$ cat config.mk
export PLATFORM = sky130hd
export DESIGN_NAME = sequenciador_multiciclo
export DESIGN_NICKNAME = d
export VERILOG_FILES = /design/src/rtl/sequenciador_multiciclo.sv
export SDC_FILE = /design/constraint.sdc
export NUM_CORES = 1
export LEC_CHECK = 0
export CORE_MARGIN = 2
export CORE_UTILIZATION = 37
export CTS_CLUSTER_SIZE = 25
export DETAILED_ROUTE_END_ITERATION = 16
export MAX_ROUTING_LAYER = met4
export PLACE_DENSITY = 0.58
export SYNTH_ARGS = -nofsm -noshare
export SYNTH_HDL_FRONTEND = slang
export SYNTH_SLANG_ARGS = --single-unit
$ cat constraint.sdc
create_clock -name Clock -period 3.22 [get_ports Clock]
set_input_delay 0.483 -clock Clock [delete_from_list [all_inputs] [get_ports Clock]]
set_output_delay 0.483 -clock Clock [all_outputs]
set_load 0.1 [all_outputs]
$ cat src/rtl/sequenciador_multiciclo.sv
// Multicycle control sequencer for the 3-bit-opcode CPU.
// The control lines are a combinational decode of the registered state, plus a few
// Mealy terms (MemPronta, Zero). The sequencer also counts retired instructions.
module sequenciador_multiciclo #(
    parameter int unsigned ESPERA_MAX = 16,
    parameter int unsigned CONT_W     = 16
) (
    input  logic              Clock,
    input  logic              Reset,
    input  logic [2:0]        Opcode,
    input  logic              Zero,
    input  logic              MemPronta,
    output logic [1:0]        ULAOp,
    output logic [1:0]        ULAFonte,
    output logic              RegFonte,
    output logic              SelDest,
    output logic              Beqz,
    output logic              Ji,
    output logic              LerMem,
    output logic              EscMem,
    output logic              EscIR,
    output logic              EscReg,
    output logic              EscPC,
    output logic              Ocupado,
    output logic              Parado,
    output logic              Erro,
    output logic [CONT_W-1:0] InstrCont
);

    localparam int unsigned ESPERA_W = $clog2(ESPERA_MAX + 1);
    localparam logic [ESPERA_W-1:0] ESPERA_ULT = ESPERA_W'(ESPERA_MAX - 1);

    localparam logic [2:0] OP_R     = 3'b000;
    localparam logic [2:0] OP_LOAD  = 3'b001;
    localparam logic [2:0] OP_STORE = 3'b010;
    localparam logic [2:0] OP_BEQZ  = 3'b011;
    localparam logic [2:0] OP_IMM   = 3'b100;
    localparam logic [2:0] OP_JUMP  = 3'b101;
    localparam logic [2:0] OP_110   = 3'b110;
    localparam logic [2:0] OP_HALT  = 3'b111;

    typedef enum logic [3:0] {
        INICIO, BUSCA, DECOD, EXEC, MEM, ESCRITA, SALTO, DESVIO, PARADO, ERRO
    } estado_t;

    estado_t             state;
    estado_t             nextState;
    logic                retire;
    logic [ESPERA_W-1:0] waitCnt;
    logic                timeout;

    // Last allowed memory-wait cycle elapsed without ready
    assign timeout = !MemPronta && (waitCnt == ESPERA_ULT);

    // State register, memory wait counter and saturating retired counter
    always_ff @(posedge Clock) begin
        if (Reset) begin
            state     <= INICIO;
            waitCnt   <= '0;
            InstrCont <= '0;
        end else begin
            state <= nextState;
            if (nextState != state) begin
                waitCnt <= '0;
            end else if ((state == BUSCA || state == MEM) && !MemPronta) begin
                waitCnt <= waitCnt + ESPERA_W'(1);
            end
            if (retire && (InstrCont != '1)) begin
                InstrCont <= InstrCont + CONT_W'(1);
            end
        end
    end

    // Next-state and control-line decode
    always_comb begin
        nextState = state;
        retire    = 1'b0;
        ULAOp     = 2'b00;
        ULAFonte  = 2'b00;
        RegFonte  = 1'b0;
        SelDest   = 1'b0;
        Beqz      = 1'b0;
        Ji        = 1'b0;
        LerMem    = 1'b0;
        EscMem    = 1'b0;
        EscIR     = 1'b0;
        EscReg    = 1'b0;
        EscPC     = 1'b0;
        Parado    = 1'b0;
        Erro      = 1'b0;
        Ocupado   = !(state == INICIO || state == PARADO || state == ERRO);

        case (state)
            INICIO: nextState = BUSCA;

            BUSCA: begin
                LerMem = 1'b1;
                if (MemPronta) begin
                    EscIR     = 1'b1;
                    EscPC     = 1'b1;
                    nextState = DECOD;
                end else if (timeout) begin
                    nextState = ERRO;
                end
            end

            DECOD: begin
                case (Opcode)
                    OP_HALT: begin
                        nextState = PARADO;
                        retire    = 1'b1;
                    end
                    OP_JUMP: nextState = SALTO;
                    OP_BEQZ: nextState = DESVIO;
                    default: nextState = EXEC;
                endcase
            end

            EXEC: begin
                case (Opcode)
                    OP_R: begin
                        ULAOp     = 2'b10;
                        nextState = ESCRITA;
                    end
                    OP_110: begin
                        ULAOp     = 2'b01;
                        nextState = ESCRITA;
                    end
                    OP_IMM: begin
                        ULAOp     = 2'b11;
                        ULAFonte  = 2'b01;
                        nextState = ESCRITA;
                    end
                    OP_LOAD, OP_STORE: nextState = MEM;
                    default:           nextState = BUSCA;
                endcase
            end

            MEM: begin
                case (Opcode)
                    OP_LOAD: begin
                        LerMem = 1'b1;
                        if (MemPronta) begin
                            nextState = ESCRITA;
                        end else if (timeout) begin
                            nextState = ERRO;
                        end
                    end
                    OP_STORE: begin
                        EscMem  = 1'b1;
                        SelDest = 1'b1;
                        if (MemPronta) begin
                            nextState = BUSCA;
                            retire    = 1'b1;
                        end else if (timeout) begin
                            nextState = ERRO;
                        end
                    end
                    default: nextState = BUSCA;
                endcase
            end

            ESCRITA: begin
                EscReg    = 1'b1;
                retire    = 1'b1;
                nextState = BUSCA;
                case (Opcode)
                    OP_R:    ULAOp = 2'b10;
                    OP_110:  ULAOp = 2'b01;
                    OP_IMM: begin
                        ULAOp    = 2'b11;
                        ULAFonte = 2'b01;
                    end
                    OP_LOAD: RegFonte = 1'b1;
                    default: ;
                endcase
            end

            SALTO: begin
                Ji        = 1'b1;
                EscPC     = 1'b1;
                retire    = 1'b1;
                nextState = BUSCA;
            end

            DESVIO: begin
                Beqz      = 1'b1;
                EscPC     = Zero;
                retire    = 1'b1;
                nextState = BUSCA;
            end

            PARADO: Parado = 1'b1;

            ERRO: Erro = 1'b1;

            default: nextState = INICIO;
        endcase
    end

endmodule

# Yosys cells after proc, flatten, opt, wreduce, memory -nomap -nowiden

Cells that the tools add are included.

Latch bits: 0
Output and inout port bits: 32
Logic and storage cells: 69
RAM bits: 0
Bits of input ports: 7
Memories kept: 0
Flip-flop bits (word level): 25
Bits in read-only memories: 0

Magnitude comparators: 0
Div/mod/pow operators: 0
Shifts and indexed selects: 0
$mul: 0
Add/subtract/negate cells: 2
Eq/ne operators: 19
Reduce and logical (&&, ||, !) cells: 17
Bitwise operators: 0
Multiplexer cells: 28

Operators by type and width:

| cell                                                             | number |
|---|---|
| 4-bit case mux with 6 select lines                               | 1 |
| 16-bit by 1-bit adder with 16-bit output (second input constant) | 1 |
| 4-bit by 3-bit == test with 1-bit output (second input constant) | 4 |
| 4-bit 2-to-1 mux                                                 | 4 |
| 16-bit inequality test (second input constant)                   | 1 |
| 1-bit 2-to-1 mux                                                 | 15 |
| 3-bit == test (second input constant)                            | 4 |
| 4-bit case mux with 3 select lines                               | 1 |
| 4-bit by 2-bit == test with 1-bit output (second input constant) | 2 |
| 4-bit == test (second input constant)                            | 2 |
| 4-bit case mux with 2 select lines                               | 1 |
| 2-bit OR reduction                                               | 4 |
| 3-bit by 2-bit == test with 1-bit output (second input constant) | 2 |
| 1-bit case mux with 3 select lines                               | 2 |
| 2-bit case mux with 3 select lines                               | 1 |
| 3-bit case mux with 2 select lines                               | 1 |
| 3-bit OR reduction                                               | 2 |
| 5-bit by 1-bit adder with 5-bit output (second input constant)   | 1 |
| 5-bit by 4-bit == test with 1-bit output (second input constant) | 1 |
| 4-bit by 1-bit == test with 1-bit output (second input constant) | 1 |
| 4-bit logical NOT                                                | 1 |
| 4-bit inequality test                                            | 1 |
| 4-bit OR reduction                                               | 1 |
| 3-bit by 1-bit == test with 1-bit output (second input constant) | 1 |
| other kinds (6)                                                  | 11 |

# Depth between registers and ports, before layout

Word-level depth: 8
Depth in mapped cells: 8
Gate-level depth less buffers: 8

# Least setup slack after synthesis

Ideal clock, no wire load.

Path kind: reg-to-output
Start: reg state[2]
End: out ULAFonte[0]
Cell stages (with the launch flop): 6
Arrival: 4.873 ns
Required time: 2.737 ns
Buffers on the path: 2
Setup slack: -2.136 ns
Cells stage by stage: dfxtp_1 buf_2 buf_1 xnor2_1 nor4_1 and2_1

Longest elaborated chain between the ends: 3
Elaborated cells on any way between the ends: 4
Classes of those cells: eq/ne (2); mux (1); reduce/logical (1)

Ends and longest elaborated chain:

| item                                                                                                        | line | source |
|---|---|---|
| start, declared                                                                                             | 46   | `estado_t state;` |
| start signal, assigned                                                                                      | 62   | `state <= nextState;` |
| 4-bit by 3-bit == test with 1-bit output / 4-bit by 2-bit == test with 1-bit output (equally long branches) | 93   | `case (state)` |
| 2-bit OR reduction (no source line) *                                                                       | -    |  |
| 1-bit 2-to-1 mux *                                                                                          | -    |  |
| end, declared                                                                                               | 14   | `output logic [1:0] ULAFonte,` |

Mark *: on every way between the ends. The rest lies on a longest branch, timed or not.

# Final worst setup path

Start: in Opcode[0]
End: out LerMem

Longest elaborated chain between the ends: 3

Ends and longest elaborated chain:

| item                                     | line | source |
|---|---|---|
| start, declared                          | 10   | `input logic [2:0] Opcode,` |
| 3-bit by 1-bit == test with 1-bit output | 140  | `case (Opcode)` |
| 1-bit 2-to-1 mux                         | 140  |  |
| 1-bit case mux with 2 select lines       | 93   |  |
| end, declared                            | 19   | `output logic LerMem,` |

No other way between the ends.

==> flow_metrics.tcl <==
set metrics [dict create \
    drive_gt1_share_pct 22.6 \
    crit_family "buffers and inverters" \
    r2r_slack_ns 0.79 \
    ant_nets 0 \
    required_ns 2.74 \
    drtIter0Drc 178 \
    path_depth 5 \
    fin_total_pwr_mw 0.748 \
    tightest_slew_ns 0.736 \
    yosys.cell_types.count 58 \
    wirelength_um 4500 \
    overflow 0 \
    grt_antenna_before_repair 0 \
    clock_latency_ns 0.27 \
    critPathMaxStageDelay_ns 0.71 \
    postLayoutCoreUtil_pct 48.2 \
    die_w_um 73.6 \
    power_frac_comb_pct 30.1 \
    clock_skew_ns 0.00435 \
    drv_cap 0 \
    finalHoldViolCount 0 \
    port_buffers 37 \
    rr_startpoint "waitCnt[0]" \
    setup_viol 0 \
    p_int_mw 0.477 \
    ys_seq_elements 25 \
    start_kind "input port" \
    synthArstFlopShare_pct 0 \
    final_common_cell "buf_4" \
    grt_start_max_net_pins 24 \
    syn_inst 229 \
    synth_area_sq_um 1790 \
    critPathKind "in -> out" \
    synth_top_flop_cell "dfxtp_1" \
    avgSynthCellArea_sq_um 7.82 \
    fin_crit_sh_pct 85.8 \
    cp-endpoint "LerMem" \
    hold_path.class "reg -> reg" \
    wire_per_inst_um 14.5 \
    dr.pass1.iters 4 \
    finish.instance_area_sq_um 2260 \
    cp.arrival_ns 2.28 \
    r2r_end "waitCnt[2]" \
    cts_max_level 1 \
    maxSlewHeadroom_pct 50.5 \
    worstPathCellList "clkdlybuf4s50_1, nor3b_1, nand2_1, a211oi_1, buf_12" \
    first_global_vias 1583 \
    syn_nets 239 \
    powerDensity_nw_per_um2 330 \
    final_cell_mix "32 x buf_4, 25 x dfxtp_1, 17 x a21oi_1" \
    globalplace.congestion 0.854 \
    ir_drop_uv 138 \
    synth_edf_count 0 \
    endpoint_kind "primary output" \
    critPathMaxFanout 11 \
    crit_buf_inv 2 \
    clk_pin_slew_worst_paths_ns 0.09 \
    drc 0 \
    cts_sinks 25 \
    dp_hpwl_um 3270 \
    post_cts_resize_count 0 \
    cpMaxStageDelayCell "clkdlybuf4s50_1" \
    timing.final.ws_setup_ns 0.457 \
    status "completed" \
    ctsHoldBuffers 0 \
    vias 1823 \
    diodes 0 \
    p_leak_nw 0.803 \
    num_rows 25 \
    finalMaxSlewViolations 0 \
    nets 268 \
    die_area_sq_um 5410 \
    die_h_um 73.6 \
    ys_seq_area_share_pct 28.0 \
    groute.usage.overall_pct 17.3 \
    clockBufferDepth 2 \
    hold-worst-slack_ns 0.507 \
    pwr-share-seq_pct 44.2 \
    core_sq_um 4690 \
    via_per_inst 5.86 \
    place_area_sq_um 2210 \
    yosysWarnings 0 \
    clkPwrFrac_pct 25.8 \
    post_cts_buffers 0 \
    max_freq_mhz 362 \
    syn2layout_area_growth_pct 26.4 \
    crit_start "Opcode[0]" \
    cts_tree "done" \
    p_sw_mw 0.271 \
    cts_buffers 3 \
    pre_cts_ws_ns 0.398 \
    start_util_pct 38.2 \
    rsz0062_at_grt "false" \
    ff2ff_path_depth 8 \
    cts_root_buffer "clkbuf_8" \
    fin_crit_ns 2.76 \
    ioPinCount 39 \
    netSwitchingFraction_pct 36.2 \
    grt_pass1_wl_um 7310 \
]
flip-flops by register name, indices dropped and copies added (netlist names):
register,count
waitCnt,5
InstrCont,16
state,4
kinds of logic (layout without fill, tap and decap cells):
kind of cell,Yosys count,in the layout,share of synthesized area (%)
buffers and inverters,26,54,6.85
AO/OA/AOI/OAI,55,55,21.2
XOR/XNOR,6,6,2.94
multiplexers,3,3,1.89
adder cells (fa/ha/maj),3,3,2.10
AND/OR/NAND/NOR,110,110,36.8
other,1,1,0.209
flip-flops,25,25,28.0
through the flow:
stage | std cells | TNS (ns)
2_1_floorplan | 229 | -2.07
3_3_place_gp | 307 | 0
3_5_place_dp | 307 | 0
4_1_cts | 311 | 0
5_1_grt | 311 | 0
6_report | 311 | 0
synthesized netlist by cell type (all sizes together) (5+ instances only):
cell type   n  share of area (%)
nand2      13                2.7
clkbuf      8                1.7
nor4        7                2.4
dfxtp      25                 28
o31ai       9                3.8
buf        13                4.1
a21oi      18                5.2
nand4       5                1.7
and2        5                1.7
nand3       8                2.2
nor2b       8                2.8
nor3        6                1.7
or4         9                3.8
and3        5                1.7
inv         5                1.0
nor2       16                3.4
nand2b      5                1.7
nor3b       5                2.1
o21ai       5                1.4
per-layer routing:
| layer | track usage, % | wire length [um] | up-vias |
|---|---|---|---|
| met3 | 1.78 | 179 | 10 |
| met5 | - | 0 | - |
| met1 | 22.1 | 2150 | 846 |
| met2 | 27.8 | 2080 | 49 |
| li1 | - | - | 918 |
| met4 | 7.07 | 89 | 0 |
how the worst min path moves through the flow:
stage,from,to,slack (ns),cells after the start
final,waitCnt[1],waitCnt[1],0.51,2
after CTS,waitCnt[1],waitCnt[1],0.51,2
after global placement,waitCnt[1],waitCnt[1],0.49,2
after global routing,waitCnt[1],waitCnt[1],0.54,2
after detailed placement,waitCnt[1],waitCnt[1],0.50,2
after floorplan,waitCnt[1],waitCnt[1],0.48,2
worst reg2reg max path: cells and delay by family (launching register included):
kind,cells,cell delay (ns)
compound gates,3,0.60
fa+ha+maj,2,0.44
flops,1,0.39
simple gates,3,0.86
final cells by class:
| cell class | instances | area (sq um) |
|---|---|---|
| fillers | 480 | 2430 |
| multi-input cells | 178 | 1190 |
| flip-flops and latches | 25 | 500 |
| repair buffers | 45 | 440 |
| well taps | 54 | 67.6 |
| clock buffers | 3 | 41.3 |
| inverters | 5 | 18.8 |
| clock inverters | 1 | 7.51 |
power groups by stage:
stage	sequential [mW]	combinational (mW)	clock [mW]
CTS	0.330	0.226	0.202
finish	0.330	0.225	0.193
detailed placement	0.337	0.225	0
floorplan	0.331	0.172	0
global route	0.332	0.239	0.213
global placement	0.337	0.225	0
Power figures use the tool's default switching activity.
